**src/rtl/axi_apb_pkg.sv**
```systemverilog
// axi_apb_pkg: shared types and helpers for the AXI4-Lite to APB3 multi-slave bridge
// Contents: resp_t (AXI response codes), state_t (bridge FSM states),
//           idx_width() (width of the slave index field decoded from the address).
package axi_apb_pkg;

    typedef enum logic [1:0] {
        OKAY   = 2'b00,
        SLVERR = 2'b10,
        DECERR = 2'b11
    } resp_t;

    typedef enum logic [2:0] {
        IDLE,
        SETUP,
        ACCESS,
        WRESP,
        RRESP
    } state_t;

    // The index field is one value wider than the slave count needs, so an
    // out-of-range window (e.g. index 5 with 4 slaves) decodes to DECERR
    // instead of silently aliasing onto a real slave.
    function automatic int idx_width(input int num_slaves);
        return $clog2(num_slaves + 1);
    endfunction

endpackage

```
**src/rtl/apb_slave_decoder.sv**
```systemverilog
// apb_slave_decoder: address to one-hot APB slave select
// Ports: addr  - request address
//        sel   - one-hot select, all zero when the window is unmapped
//        valid - index field addresses an existing slave
module apb_slave_decoder
    import axi_apb_pkg::*;
#(
    parameter int ADDR_W     = 32,
    parameter int NUM_SLAVES = 4,
    parameter int SLV_ADDR_W = 12
) (
    input  logic [ADDR_W-1:0]     addr,
    output logic [NUM_SLAVES-1:0] sel,
    output logic                  valid
);

    localparam int IDX_W = idx_width(NUM_SLAVES);

    logic [IDX_W-1:0] idx;
    logic             unused_addr;

    assign idx         = addr[SLV_ADDR_W +: IDX_W];
    assign valid       = idx < IDX_W'(NUM_SLAVES);
    assign sel         = NUM_SLAVES'(valid) << idx;
    assign unused_addr = ^addr;

endmodule

```
**src/rtl/axi_lite_apb_multi_bridge.sv**
```systemverilog
// axi_lite_apb_multi_bridge: AXI4-Lite slave to APB3 master serving NUM_SLAVES peripherals
// Ports: clk, rst_n (async active-low)
//        AXI4-Lite slave: aw*, w*, b*, ar*, r* channels, one holding register each for AW/W/AR
//        APB3 master: PADDR/PWRITE/PWDATA/PSTRB/PSEL/PENABLE out, PRDATA/PREADY/PSLVERR per slave in
// Option: define APB_TIMEOUT_EN to abort ACCESS phases after TIMEOUT wait cycles with SLVERR.
module axi_lite_apb_multi_bridge
    import axi_apb_pkg::*;
#(
    parameter int ADDR_W     = 32,
    parameter int DATA_W     = 32,
    parameter int NUM_SLAVES = 4,
    parameter int SLV_ADDR_W = 12,
    parameter int TIMEOUT    = 16
) (
    input  logic                         clk,
    input  logic                         rst_n,
    input  logic [ADDR_W-1:0]            awaddr,
    input  logic                         awvalid,
    output logic                         awready,
    input  logic [DATA_W-1:0]            wdata,
    input  logic [DATA_W/8-1:0]          wstrb,
    input  logic                         wvalid,
    output logic                         wready,
    output logic [1:0]                   bresp,
    output logic                         bvalid,
    input  logic                         bready,
    input  logic [ADDR_W-1:0]            araddr,
    input  logic                         arvalid,
    output logic                         arready,
    output logic [DATA_W-1:0]            rdata,
    output logic [1:0]                   rresp,
    output logic                         rvalid,
    input  logic                         rready,
    output logic [ADDR_W-1:0]            PADDR,
    output logic                         PWRITE,
    output logic [DATA_W-1:0]            PWDATA,
    output logic [DATA_W/8-1:0]          PSTRB,
    output logic [NUM_SLAVES-1:0]        PSEL,
    output logic                         PENABLE,
    input  logic [NUM_SLAVES*DATA_W-1:0] PRDATA,
    input  logic [NUM_SLAVES-1:0]        PREADY,
    input  logic [NUM_SLAVES-1:0]        PSLVERR
);

    state_t                  state;
    logic                    aw_full, w_full, ar_full, last_wr;
    logic [ADDR_W-1:0]       aw_addr, ar_addr, sel_addr;
    logic [DATA_W-1:0]       w_data, prdata_sel;
    logic [DATA_W/8-1:0]     w_strb;
    logic [NUM_SLAVES-1:0]   dec_sel;
    logic                    dec_valid, wr_pend, rd_pend, pick_wr;
    logic                    ready_sel, err_sel, expired, done;
    resp_t                   acc_resp;

    assign awready  = !aw_full;
    assign wready   = !w_full;
    assign arready  = !ar_full;
    assign wr_pend  = aw_full && w_full;
    assign rd_pend  = ar_full;
    // On contention the direction not served last wins; last_wr resets low so writes go first.
    assign pick_wr  = wr_pend && (!rd_pend || !last_wr);
    assign sel_addr = pick_wr ? aw_addr : ar_addr;

    apb_slave_decoder #(
        .ADDR_W     (ADDR_W),
        .NUM_SLAVES (NUM_SLAVES),
        .SLV_ADDR_W (SLV_ADDR_W)
    ) u_dec (
        .addr  (sel_addr),
        .sel   (dec_sel),
        .valid (dec_valid)
    );

    // PSEL stays one-hot through ACCESS, so it doubles as the per-slave response mux select.
    assign ready_sel = |(PREADY & PSEL);
    assign err_sel   = |(PSLVERR & PSEL);
    assign acc_resp  = (ready_sel && !err_sel) ? OKAY : SLVERR;
    assign done      = ready_sel || expired;

    always_comb begin
        prdata_sel = '0;
        for (int i = 0; i < NUM_SLAVES; i++)
            prdata_sel = prdata_sel | (PSEL[i] ? PRDATA[i*DATA_W +: DATA_W] : '0);
    end

`ifdef APB_TIMEOUT_EN
    logic [7:0] to_cnt;
    assign expired = to_cnt == 8'(TIMEOUT);
`else
    localparam int unused_timeout = TIMEOUT;
    assign expired = 1'b0;
`endif

    always_ff @(posedge clk or negedge rst_n) begin
        if (!rst_n) begin
            state   <= IDLE;
            aw_full <= 1'b0;
            w_full  <= 1'b0;
            ar_full <= 1'b0;
            last_wr <= 1'b0;
            aw_addr <= '0;
            ar_addr <= '0;
            w_data  <= '0;
            w_strb  <= '0;
            PADDR   <= '0;
            PWRITE  <= 1'b0;
            PWDATA  <= '0;
            PSTRB   <= '0;
            PSEL    <= '0;
            PENABLE <= 1'b0;
            bvalid  <= 1'b0;
            bresp   <= OKAY;
            rvalid  <= 1'b0;
            rresp   <= OKAY;
            rdata   <= '0;
`ifdef APB_TIMEOUT_EN
            to_cnt  <= '0;
`endif
        end else begin
            if (awvalid && awready) begin
                aw_full <= 1'b1;
                aw_addr <= awaddr;
            end
            if (wvalid && wready) begin
                w_full <= 1'b1;
                w_data <= wdata;
                w_strb <= wstrb;
            end
            if (arvalid && arready) begin
                ar_full <= 1'b1;
                ar_addr <= araddr;
            end
            case (state)
                IDLE: if (wr_pend || rd_pend) begin
                    last_wr <= pick_wr;
                    PADDR   <= sel_addr;
                    PWRITE  <= pick_wr;
                    PWDATA  <= w_data;
                    PSTRB   <= pick_wr ? w_strb : '0;
                    PSEL    <= dec_sel;
`ifdef APB_TIMEOUT_EN
                    to_cnt  <= '0;
`endif
                    if (dec_valid) state <= SETUP;
                    else if (pick_wr) begin
                        state  <= WRESP;
                        bvalid <= 1'b1;
                        bresp  <= DECERR;
                    end else begin
                        state  <= RRESP;
                        rvalid <= 1'b1;
                        rresp  <= DECERR;
                        rdata  <= '0;
                    end
                end
                SETUP: begin
                    PENABLE <= 1'b1;
                    state   <= ACCESS;
                end
                ACCESS: begin
                    if (done) begin
                        PSEL    <= '0;
                        PENABLE <= 1'b0;
                        state   <= PWRITE ? WRESP : RRESP;
                        if (PWRITE) begin
                            bvalid <= 1'b1;
                            bresp  <= acc_resp;
                        end else begin
                            rvalid <= 1'b1;
                            rresp  <= acc_resp;
                            rdata  <= ready_sel ? prdata_sel : '0;
                        end
                    end
`ifdef APB_TIMEOUT_EN
                    else to_cnt <= to_cnt + 8'd1;
`endif
                end
                WRESP: if (bready) begin
                    bvalid  <= 1'b0;
                    aw_full <= 1'b0;
                    w_full  <= 1'b0;
                    state   <= IDLE;
                end
                RRESP: if (rready) begin
                    rvalid  <= 1'b0;
                    ar_full <= 1'b0;
                    state   <= IDLE;
                end
                default: state <= IDLE;
            endcase
        end
    end

endmodule
```
**config.mk**
```make
export PLATFORM = sky130hd
export DESIGN_NAME = axi_lite_apb_multi_bridge
export DESIGN_NICKNAME = d
export VERILOG_FILES = /design/src/rtl/axi_apb_pkg.sv /design/src/rtl/apb_slave_decoder.sv /design/src/rtl/axi_lite_apb_multi_bridge.sv
export SDC_FILE = /design/constraint.sdc
export NUM_CORES = 1
export LEC_CHECK = 0
export ABC_AREA = 1
export CAP_MARGIN = 15
export CORE_MARGIN = 2
export CORE_UTILIZATION = 35
export DETAILED_ROUTE_END_ITERATION = 16
export DONT_BUFFER_PORTS = 1
export SETUP_SLACK_MARGIN = 0.5
export SYNTH_ARGS = -nofsm -noshare
export SYNTH_HDL_FRONTEND = slang
export SYNTH_HIERARCHICAL = 1
export SYNTH_SLANG_ARGS = --single-unit
```
**constraint.sdc**
```tcl
create_clock -name clk -period 2.6 [get_ports clk]
set_input_delay 0.39 -clock clk [delete_from_list [all_inputs] [get_ports clk]]
set_output_delay 0.39 -clock clk [all_outputs]
set_load 0.1 [all_outputs]
```
# Word-level counts from Yosys, hierarchy flattened
# Cells that the tools add are included.
[word_totals]
inputBits = 243
ff_bits = 218
output_inout_bits = 115
wordCells = 128
[classes]
n_lt_le_gt_ge = 1
n_mux = 61
reduce_logical = 28
bitwise_logic = 5
shift = 1
eq_ne = 13
[ops]
columns = ["cell", "n"]
rows = [
  ["$mux W32", 10],
  ["$or A32 B32 Y32", 3],
  ["$pmux W32 S2", 1],
  ["$mux W1", 22],
  ["$mux W2", 11],
  ["$mux W3", 7],
  ["$ne A2 B2 Y1 const B", 9],
  ["$pmux W3 S5", 1],
  ["$reduce_and A7 Y1", 2],
  ["$mux W4", 3],
  ["$reduce_and A6 Y1", 2],
  ["$and A4 B4 Y4", 2],
  ["$pmux W2 S2", 2],
  ["$pmux W4 S2", 1],
  ["$reduce_or A4 Y1", 2],
  ["$eq A3 B2 Y1 const B", 2],
  ["$logic_and A1 B1 Y1", 6],
  ["$pmux W1 S3", 2],
  ["$reduce_bool A3 Y1", 2],
  ["$logic_not A1 Y1", 5],
  ["$reduce_and A2 Y1", 2],
  ["$reduce_and A4 Y1", 1],
  ["$reduce_bool A2 Y1", 2],
  ["$shl A1 B3 Y4", 1],
  ["other kinds (7)", 8],
]

# Logic depth before layout (Yosys ltp)
# Gate-level depths: netlist (run 1).
[depth]
depth_word = 8
ltp_mapped = 15
ltp_nobuf = 12

# By module
# Netlist (run 1), hierarchy kept.
[by_module_without_submodules]
columns = ["mod", "area_each_um2", "cells_per_inst", "instances", "seq_area_each_um2"]
rows = [
  ["axi_lite_apb_multi_bridge", 9529.1, 1033, 1, 5455.2],
  ["apb_slave_decoder", 33.8, 9, 1, 0.0],
]

# Least setup slack after synthesis (run 1)
# No wires, ideal clock.
[synth_path]
path_kind = "register -> register"
start = "register last_wr"
end = "register rdata[6]"
t_arrival_ns = 2.561
stages_incl_launch_ff = 15
path_slack_ns = -0.086
cell_sequence = "dfrtp_1 nand2_1 nand2_1 clkbuf_1 nand2_1 nand2_1 inv_2 inv_1 nand2_1 a21oi_2 nand2_2 buf_6 buf_6 nand2_1 o21ai_1"
[synth_via]
elab_chain_len = 7
word_cells_on_any_way = 9
cone_classes = "1 x order compare; 3 x eq/ne; 1 x mux; 4 x reduce/logical"
[synth_rtl]
columns = ["item", "line", "rtl"]
rows = [
  ["start: declaration", "axi_lite_apb_multi_bridge.sv:46", "logic aw_full, w_full, ar_full, last_wr;"],
  ["start signal: assignment", "axi_lite_apb_multi_bridge.sv:135", "last_wr <= pick_wr;"],
  ["$logic_not A1 Y1", "axi_lite_apb_multi_bridge.sv:61", "assign pick_wr = wr_pend && (!rd_pend || !last_wr);"],
  ["$logic_or A1 B1 Y1", "axi_lite_apb_multi_bridge.sv:61", ""],
  ["$logic_and A1 B1 Y1", "axi_lite_apb_multi_bridge.sv:61", ""],
  ["$mux W32", "axi_lite_apb_multi_bridge.sv:62", "assign sel_addr = pick_wr ? aw_addr : ar_addr;"],
  ["via sel_addr[14]", "axi_lite_apb_multi_bridge.sv:47", "logic [ADDR_W-1:0] aw_addr, ar_addr, sel_addr;"],
  ["$lt A3 B3 Y1", "apb_slave_decoder.sv:23", "assign valid = idx < IDX_W'(NUM_SLAVES);"],
  ["via dec_valid", "axi_lite_apb_multi_bridge.sv:51", "logic dec_valid, wr_pend, rd_pend, pick_wr;"],
  ["$ne A2 B2 Y1 (no source line)", "--", ""],
  ["$reduce_and A6 Y1 (no source line)", "--", ""],
  ["end signal: assignment", "axi_lite_apb_multi_bridge.sv:171", "rdata <= ready_sel ? prdata_sel : '0;"],
  ["end: declaration", "axi_lite_apb_multi_bridge.sv:30", "output logic [DATA_W-1:0] rdata,"],
]
# The timed path passes the listed nets, and every way through them passes these cells.
# A chain may end at the register's enable or synchronous reset.

# Final worst setup path (run 1)
[layout_path]
start = "register rresp[1]"
end = "output rresp[1]"
[layout_rtl]
columns = ["item", "line", "rtl"]
rows = [
  ["start: declaration", "axi_lite_apb_multi_bridge.sv:31", "output logic [1:0] rresp,"],
  ["start signal: assignment", "axi_lite_apb_multi_bridge.sv:170", "rresp <= acc_resp;"],
]
# No word-level cell between the ends.

==> flow_summary.yaml, run 1 <==
sta:
  worst_hold_slack_ns: -0.441
  max_freq_mhz: 524
  drv_slew: 0
  hold_viol_final: 218
  timing.final.crit_share_pct: 73.4
  tns_ns: 0
  setup_viol: 0
  fin_crit_ns: 1.91
  relSlewSlack_pct: 34.9
  tightest_slew_ns: 0.976
  skew_ns: 0.0159
  rsz0062_at_grt: "no"
setup_path:
  r2r-start: "aw_full"
  path_class: "reg2out"
  cp_max_fo: 2
  crit_path_end_kind: "primary output"
  required_ns: 2.21
  r2r_cells: 13
  worstPathArrival_ns: 1.52
  regToRegEndpoint: "rdata[1]"
  rrSetupSlack_ns: 0.73
  startpoint_type: "register"
cts:
  clk_pin_slew_ns: 0.06
  cts_buffers: 25
  cts.sinks: 218
  root_buffer: "clkbuf_16"
  cts_tree: "yes"
  ctsHoldBuffers: 94
  htree_levels: 1
  clk_latency_ns: 0.54
  cts_buffer_depth: 3
route:
  wl_per_cell_um: 17.9
  drt_wl_total_mm: 26.1
  vias: 7277
  dr.first_iter.drc_count: 395
  dr.pass1.iters: 4
  vias_per_cell: 4.99
  drc: 0
  drtAntennaViolNets: 0
grt:
  antenna_found_initial: 0
  grt_usage_pct: 17.7
  overflow: 0
  grt_pass1_vias: 7508
  grt_first_pass_wirelength_mm: 40.1
  grt_max_degree: 219
logic_synthesis:
  syn_nets: 1256
  syn_area_per_cell_um2: 9.33
  yosys_warnings: 6
  synthCells: 1013
  netlist_area_mm2: 0.00945
floorplan:
  io_pins: 358
  die_h_um: 168
  die_x_um: 168
  start_util_pct: 35.4
  die-area_mm2: 0.0283
  core.rowCount: 60
  core_mm2: 0.0267
finish:
  layout_common_cells: "nand2_1 (399), dfrtp_1 (213), dlygate4sd3_1 (94)"
  final_common_cell: "nand2_1"
  drive_gt1_share_pct: 16.5
  finalNetCount: 1345
  num_antenna_cells: 0
  syn2layout_area_growth_pct: 23.4
placed_design:
  place.port_buffers: 0
  dp_hpwl_mm: 17.3
  gp_congestion: 0.792
min_path:
  hold_class: "in2async"
status:
  violations: "hold timing"
  outcome: "finished, violations left"
run:
  cap_violations: 0
[sequential cells by signal, indices dropped and copies added (netlist names), 2 cells and up]
name / count
aw_addr: 32
PWDATA: 32
PSEL: 4
PSTRB: 4
ar_addr: 32
bresp: 2
w_strb: 4
rdata: 32
PADDR: 32
state: 3
rresp: 2
w_data: 32
[worst max path at each step]
stage / start / to / slack (ns) / depth (start not counted)
floorplan: last_wr / rdata[6] / 0.50 / 15
global placement: aw_full / rdata[30] / 0.54 / 13
detailed placement: aw_full / rdata[1] / 0.42 / 13
CTS: aw_full / rdata[1] / 0.54 / 13
global route: ar_full / bresp[0] / 0.51 / 9
finish: rresp[1] / rresp[1] / 0.69 / 0
[routing by layer]
layer	routed length, µm	track usage (%)	share of wire (%)
met1	9640	19.1	37
met2	12900	31.7	49
met3	2530	6.46	9.7
met4	1010	6.48	3.9
met5	0	0	0
[per-stage QoR]
| stage | setup WS (ns) | util, % | cells | hold WS [ns] | instance area, µm² |
|---|---|---|---|---|---|
| global route | 0.515 | 43.7 | 1457 | -0.470 | 11700 |
| global placement | 0.539 | 37.0 | 1319 | 0.100 | 9890 |
| CTS | 0.541 | 43.6 | 1454 | -0.472 | 11600 |
| finish | 0.691 | 43.7 | 1457 | -0.441 | 11700 |
| floorplan | 0.504 | - | 1013 | 0.0944 | 9500 |
| detailed placement | 0.425 | 37.0 | 1319 | 0.101 | 9890 |
[timing repair]
action	in CTS	in global routing
cloned	0	0
pin swaps	0	1
setup endpoints to repair	34	34
hold endpoints to repair	312	218
gates resized for setup	1	2
setup buffers	0	3
[final cells by class]
class | count | area (µm²)
clock buffers | 31 | 678
clock inverters | 10 | 125
fillers | 2532 | 15100
inverters | 34 | 128
multi-input cells | 703 | 3660
flip-flops and latches | 218 | 5460
well taps | 341 | 427
repair buffers | 120 | 1190
Power of run 1 is not shown: default switching activity piles up to over one toggle a cycle in this logic, so the estimate is an artifact.
==> run 2, diff against run 1 <==
==> constraint.sdc (replaced) <==
create_clock -name clk -period 1.85 [get_ports clk]
set_input_delay 0.2775 -clock clk [delete_from_list [all_inputs] [get_ports clk]]
set_output_delay 0.2775 -clock clk [all_outputs]
set_load 0.1 [all_outputs]
==> flow_summary.yaml, run 2 (synthesis results as in run 1) <==
status:
  outcome: "finished, violations left"
  violations: "hold timing"
sta:
  relSlewSlack_pct: 62.3
  rsz0062_at_grt: "yes"
  timing.final.crit_share_pct: 96.0
  skew_ns: 0.0103
  max_freq_mhz: 563
  hold_viol_final: 218
  tightest_slew_ns: 0.565
  worst_hold_slack_ns: -0.547
  setup_viol: 0
  drv_slew: 0
  fin_crit_ns: 1.78
finish:
  layout_common_cells: "nand2_1 (315), dfrtp_1 (206), buf_12 (109)"
  final_common_cell: "nand2_1"
  multi_input_area_mm2: 0.00449
  syn2layout_area_growth_pct: 72.5
  finalNetCount: 1560
  drive_gt1_share_pct: 39.7
  regArea_mm2: 0.00548
  stdcell_count: 1678
  fillCellCount: 1998
setup_path:
  crit_chain: "nand2_4, inv_2, nor2_4, nand2_2, nand2_2, inv_2, inv_2, nand2_4, a21oi_4, nand2_4, buf_12, buf_16, o21ai_1"
  rrSetupSlack_ns: 0.07
  path_class: "reg2reg"
  r2r_cells: 13
  cp_max_fo: 7
  worstPathArrival_ns: 2.22
  startpoint_type: "register"
  critical_path.slowest_cell: "dfrtp_4"
  r2r-start: "last_wr"
  crit_path_end_kind: "register"
  cpPeakStageDelay_ns: 0.49
  required_ns: 2.29
  regToRegEndpoint: "rdata[19]"
grt:
  grt_usage_pct: 21.6
  overflow: 0
  grt_util_met2_pct: 38.9
  grt_use_met3_pct: 5.31
  met1_usage_pct: 24.7
  busiest_layer: "met2"
  grt_pass1_vias: 8403
  antenna_found_initial: 2
  grt_first_pass_wirelength_mm: 47.9
  grt_max_degree: 219
floorplan:
  die_x_um: 168
  io_pins: 358
  die-area_mm2: 0.0283
  core.rowCount: 60
  core_mm2: 0.0267
  die_h_um: 168
  start_util_pct: 35.4
route:
  dr.pass1.iters: 5
  drt_wl_total_mm: 35.8
  vias: 8728
  dr.first_iter.drc_count: 558
  drc: 0
  vias_per_cell: 5.20
  wl_per_cell_um: 21.3
  drtAntennaViolNets: 0
min_path:
  hold_class: "in2async"
cts:
  clk_latency_ns: 0.52
  cts_tree: "yes"
  cts_buffers: 25
  cts.sinks: 218
  cts_buffer_depth: 3
  clk_pin_slew_ns: 0.06
  ctsHoldBuffers: 105
  root_buffer: "clkbuf_16"
  htree_levels: 1
placed_design:
  gp_congestion: 0.782
  dp_hpwl_mm: 18.6
  numPlacedInstances: 1429
  place.port_buffers: 0
run:
  cap_violations: 0
-- run 2: cell count changes in the layout (fill, tap and decap cells not counted), moves of 32 or more --
| cell | previous run | this run |
|---|---|---|
| nand2_2 | 6 | 42 |
| mux2_2 | 88 | 56 |
| mux2_4 | 0 | 32 |
| o21ai_0 | 43 | 7 |
| nand2_1 | 399 | 315 |
| nand2_4 | 1 | 48 |
| buf_12 | 4 | 109 |
-- run 2: area by class of cell --
type / count / area share [%]
Sequential cell: 218 / 33.6
Timing Repair Buffer: 335 / 30.0
Multi-Input combinational cell: 703 / 27.5
Clock buffer: 36 / 4.40
Tap cell: 341 / 2.62
Clock inverter: 9 / 0.928
Inverter: 34 / 0.836
Antenna cell: 2 / 0.0307
-- run 2: worst max-delay path by stage --
stage / end / depth (start not counted) / from / slack [ns]
after CTS: PSEL[0] / 2 / PSEL[0] / 0.06
final: rdata[19] / 13 / last_wr / 0.07
after detailed placement: rdata[1] / 13 / aw_full / 0.03
after floorplan: rdata[6] / 15 / last_wr / -0.25
after global routing: rdata[19] / 13 / last_wr / -0.06
after global placement: rdata[28] / 13 / aw_full / 0.07
-- run 2: metrics by stage --
stage                     util [%]  worst slack [ns]  hold WS, ns  area, µm²  setup TNS, ns
after floorplan                  -            -0.246      -0.0181       9710          -6.63
after global placement        40.9            0.0656      -0.0118      10900              0
after detailed placement      40.9            0.0342      -0.0107      10900              0
after CTS                     51.6            0.0641       -0.561      13800              0
after global routing          61.0           -0.0625       -0.561      16300         -0.257
final                         61.0            0.0733       -0.547      16300              0
-- run 2: timing repair --
| item | CTS | global route |
|---|---|---|
| setup buffers | 26 | 47 |
| gates cloned | 16 | 8 |
| resized for setup | 83 | 525 |
| endpoints found under the setup margin | 251 | 293 |
| pin swaps | 4 | 47 |
| hold endpoints to repair | 323 | 218 |
-- run 2: metal layers --
metal / vias up / part of all wire (%)
met4: 0 / 4.6
li1: 3934 / -
met1: 4282 / 37
met2: 411 / 52
met3: 101 / 7.3
met5: - / 0
-- run 2: critical path: cells and delay by family, from the launching register on --
family | cells | cell delay [ns]
flip-flops | 1 | 0.49
AND/OR/NAND/NOR | 6 | 0.47
AO/OA/AOI/OAI | 2 | 0.28
buffers and inverters | 5 | 0.45
Power of run 2 is left out for the same reason.
==> run 3, diff against run 2 <==
--- a/config.mk
+++ b/config.mk
@@ -11,7 +11,7 @@
 export CORE_UTILIZATION = 35
 export DETAILED_ROUTE_END_ITERATION = 16
 export DONT_BUFFER_PORTS = 1
-export SETUP_SLACK_MARGIN = 0.5
+export SETUP_SLACK_MARGIN = 0.4
 export SYNTH_ARGS = -nofsm -noshare
 export SYNTH_HDL_FRONTEND = slang
 export SYNTH_HIERARCHICAL = 1
==> constraint.sdc (replaced) <==
create_clock -name clk -period 1.9 [get_ports clk]
set_input_delay 0.285 -clock clk [delete_from_list [all_inputs] [get_ports clk]]
set_output_delay 0.285 -clock clk [all_outputs]
set_load 0.1 [all_outputs]
==> flow_summary.yaml, run 3 (synthesis results as in run 1) <==
floorplan:
  io_pins: 358
  die-area_mm2: 0.0283
  die_x_um: 168
  die_h_um: 168
  start_util_pct: 35.4
  core.rowCount: 60
  core_mm2: 0.0267
setup_path:
  crit_chain: "nand2_4, inv_2, nor2_4, nand2_2, nand2_2, inv_2, inv_2, nand2_4, a21oi_4, nand2_4, buf_12, buf_16, nand2_4, o21ai_1"
  crit_top_cell: "nand2_4"
  worstPathArrival_ns: 2.28
  startpoint_type: "register"
  required_ns: 2.31
  crit_path_end_kind: "register"
  crit_family: "simple AND/OR/NAND/NOR gates"
  cp_max_fo: 8
  cp_num_buf_inv: 5
  critical_path.slowest_cell: "dfrtp_4"
  path_class: "reg2reg"
  cpPeakStageDelay_ns: 0.49
min_path:
  hold_class: "in2async"
route:
  drc: 0
  drt_wl_total_mm: 32.4
  wl_per_cell_um: 19.7
  dr.pass1.iters: 5
  dr.first_iter.drc_count: 497
  vias: 8427
  vias_per_cell: 5.12
  drtAntennaViolNets: 0
sta:
  skew_ns: 0.0178
  rsz0062_at_grt: "yes"
  setup_viol: 0
  relSlewSlack_pct: 63.1
  max_freq_mhz: 532
  fin_ws_ns: 0.0218
  hold_viol_final: 218
  timing.final.crit_share_pct: 98.9
  fin_crit_ns: 1.88
  worst_hold_slack_ns: -0.545
  drv_slew: 0
  tightest_slew_ns: 0.554
finish:
  final_util_pct: 55.1
  drive_gt1_share_pct: 34.9
  layout_common_cells: "nand2_1 (360), dfrtp_1 (210), dlygate4sd3_1 (105)"
  finalNetCount: 1529
  design_area_mm2: 0.0147
  syn2layout_area_growth_pct: 55.8
  final_common_cell: "nand2_1"
  num_antenna_cells: 0
status:
  violations: "hold timing"
  outcome: "finished, violations left"
cts:
  ctsHoldBuffers: 105
  cts_buffers: 26
  root_buffer: "clkbuf_16"
  clk_latency_ns: 0.54
  htree_levels: 1
  clk_pin_slew_ns: 0.06
  cts_buffer_depth: 3
  cts_tree: "yes"
  cts.sinks: 218
grt:
  grt_max_degree: 219
  antenna_found_initial: 0
  grt_first_pass_wirelength_mm: 44.5
  grt_usage_pct: 19.9
  overflow: 0
  grt_pass1_vias: 8417
placed_design:
  place.port_buffers: 0
  dpl_worst_slack_ns: -0.0110
  placed_area_mm2: 0.0109
  gp_congestion: 0.805
  dp_hpwl_mm: 18.1
run:
  cap_violations: 0
==> run 3: cell types whose count changed in the layout (fill, tap and decap cells not counted), moves of 6 or more <==
cell	before	now
a31oi_1	31	21
a31oi_4	1	9
o21ai_2	36	24
o21ai_0	7	19
nand2_2	42	24
buf_12	109	27
buf_6	21	40
buf_8	23	6
buf_4	52	103
clkbuf_16	32	38
nand2_4	48	21
nand2_1	315	360
nor2_2	3	11
==> run 3: layout make-up <==
type / instances / area [µm²]
multi-input cells: 703 / 4300
well taps: 341 / 427
flip-flops and latches: 218 / 5480
repair buffers: 303 / 3490
clock buffers: 37 / 762
inverters: 34 / 134
fillers: 2241 / 12000
clock inverters: 10 / 149
==> run 3: final timing paths <==
| kind | startpoint | to | slack [ns] | depth (start not counted) |
|---|---|---|---|---|
| min in group clk | PRDATA[104] | rdata[8] | 0.04 | 4 |
| worst max register to register | last_wr | rdata[16] | 0.02 | 14 |
| worst max-delay path | last_wr | rdata[16] | 0.02 | 14 |
| worst min-delay path | rst_n | PWDATA[21] | -0.55 | 0 |
| max in group asynchronous | rst_n | last_wr | 1.92 | 0 |
| worst min register to register | w_data[1] | PWDATA[1] | 0.47 | 2 |
==> run 3: worst reg2reg max path: stages, from the launching register on <==
cell and delay, ns:
dfrtp_4 0.49, nand2_4 0.09, inv_2 0.05, nor2_4 0.09, nand2_2 0.07, nand2_2 0.06, inv_2 0.04, inv_2 0.06
nand2_4 0.06, a21oi_4 0.18, nand2_4 0.11, buf_12 0.18, buf_16 0.16, nand2_4 0.05, o21ai_1 0.06
==> run 3: per-stage QoR <==
step / TNS (ns) / cells
floorplan: -4.30 / 1013
global placement: 0 / 1430
detailed placement: -0.0359 / 1430
CTS: 0 / 1610
global route: -1.34 / 1646
finish: 0 / 1646
==> run 3: repair_timing <==
| item | 4_1_cts | 5_1_grt |
|---|---|---|
| endpoints found under the hold margin | 323 | 218 |
| pin swaps | 5 | 34 |
| resized for setup | 87 | 178 |
| cloned | 7 | 15 |
| endpoints found under the setup margin | 142 | 170 |
| buffers inserted | 21 | 21 |
==> run 3: routing by layer <==
layer  global-route usage, %  vias to the layer above  share of wire (%)
li1                        -                     3857                  -
met4                    9.63                        0                4.9
met1                    22.2                     4078                 37
met2                    35.1                      389                 50
met3                    5.43                      103                7.5
met5                       0                        -                  0
Power of run 3 is left out for the same reason.
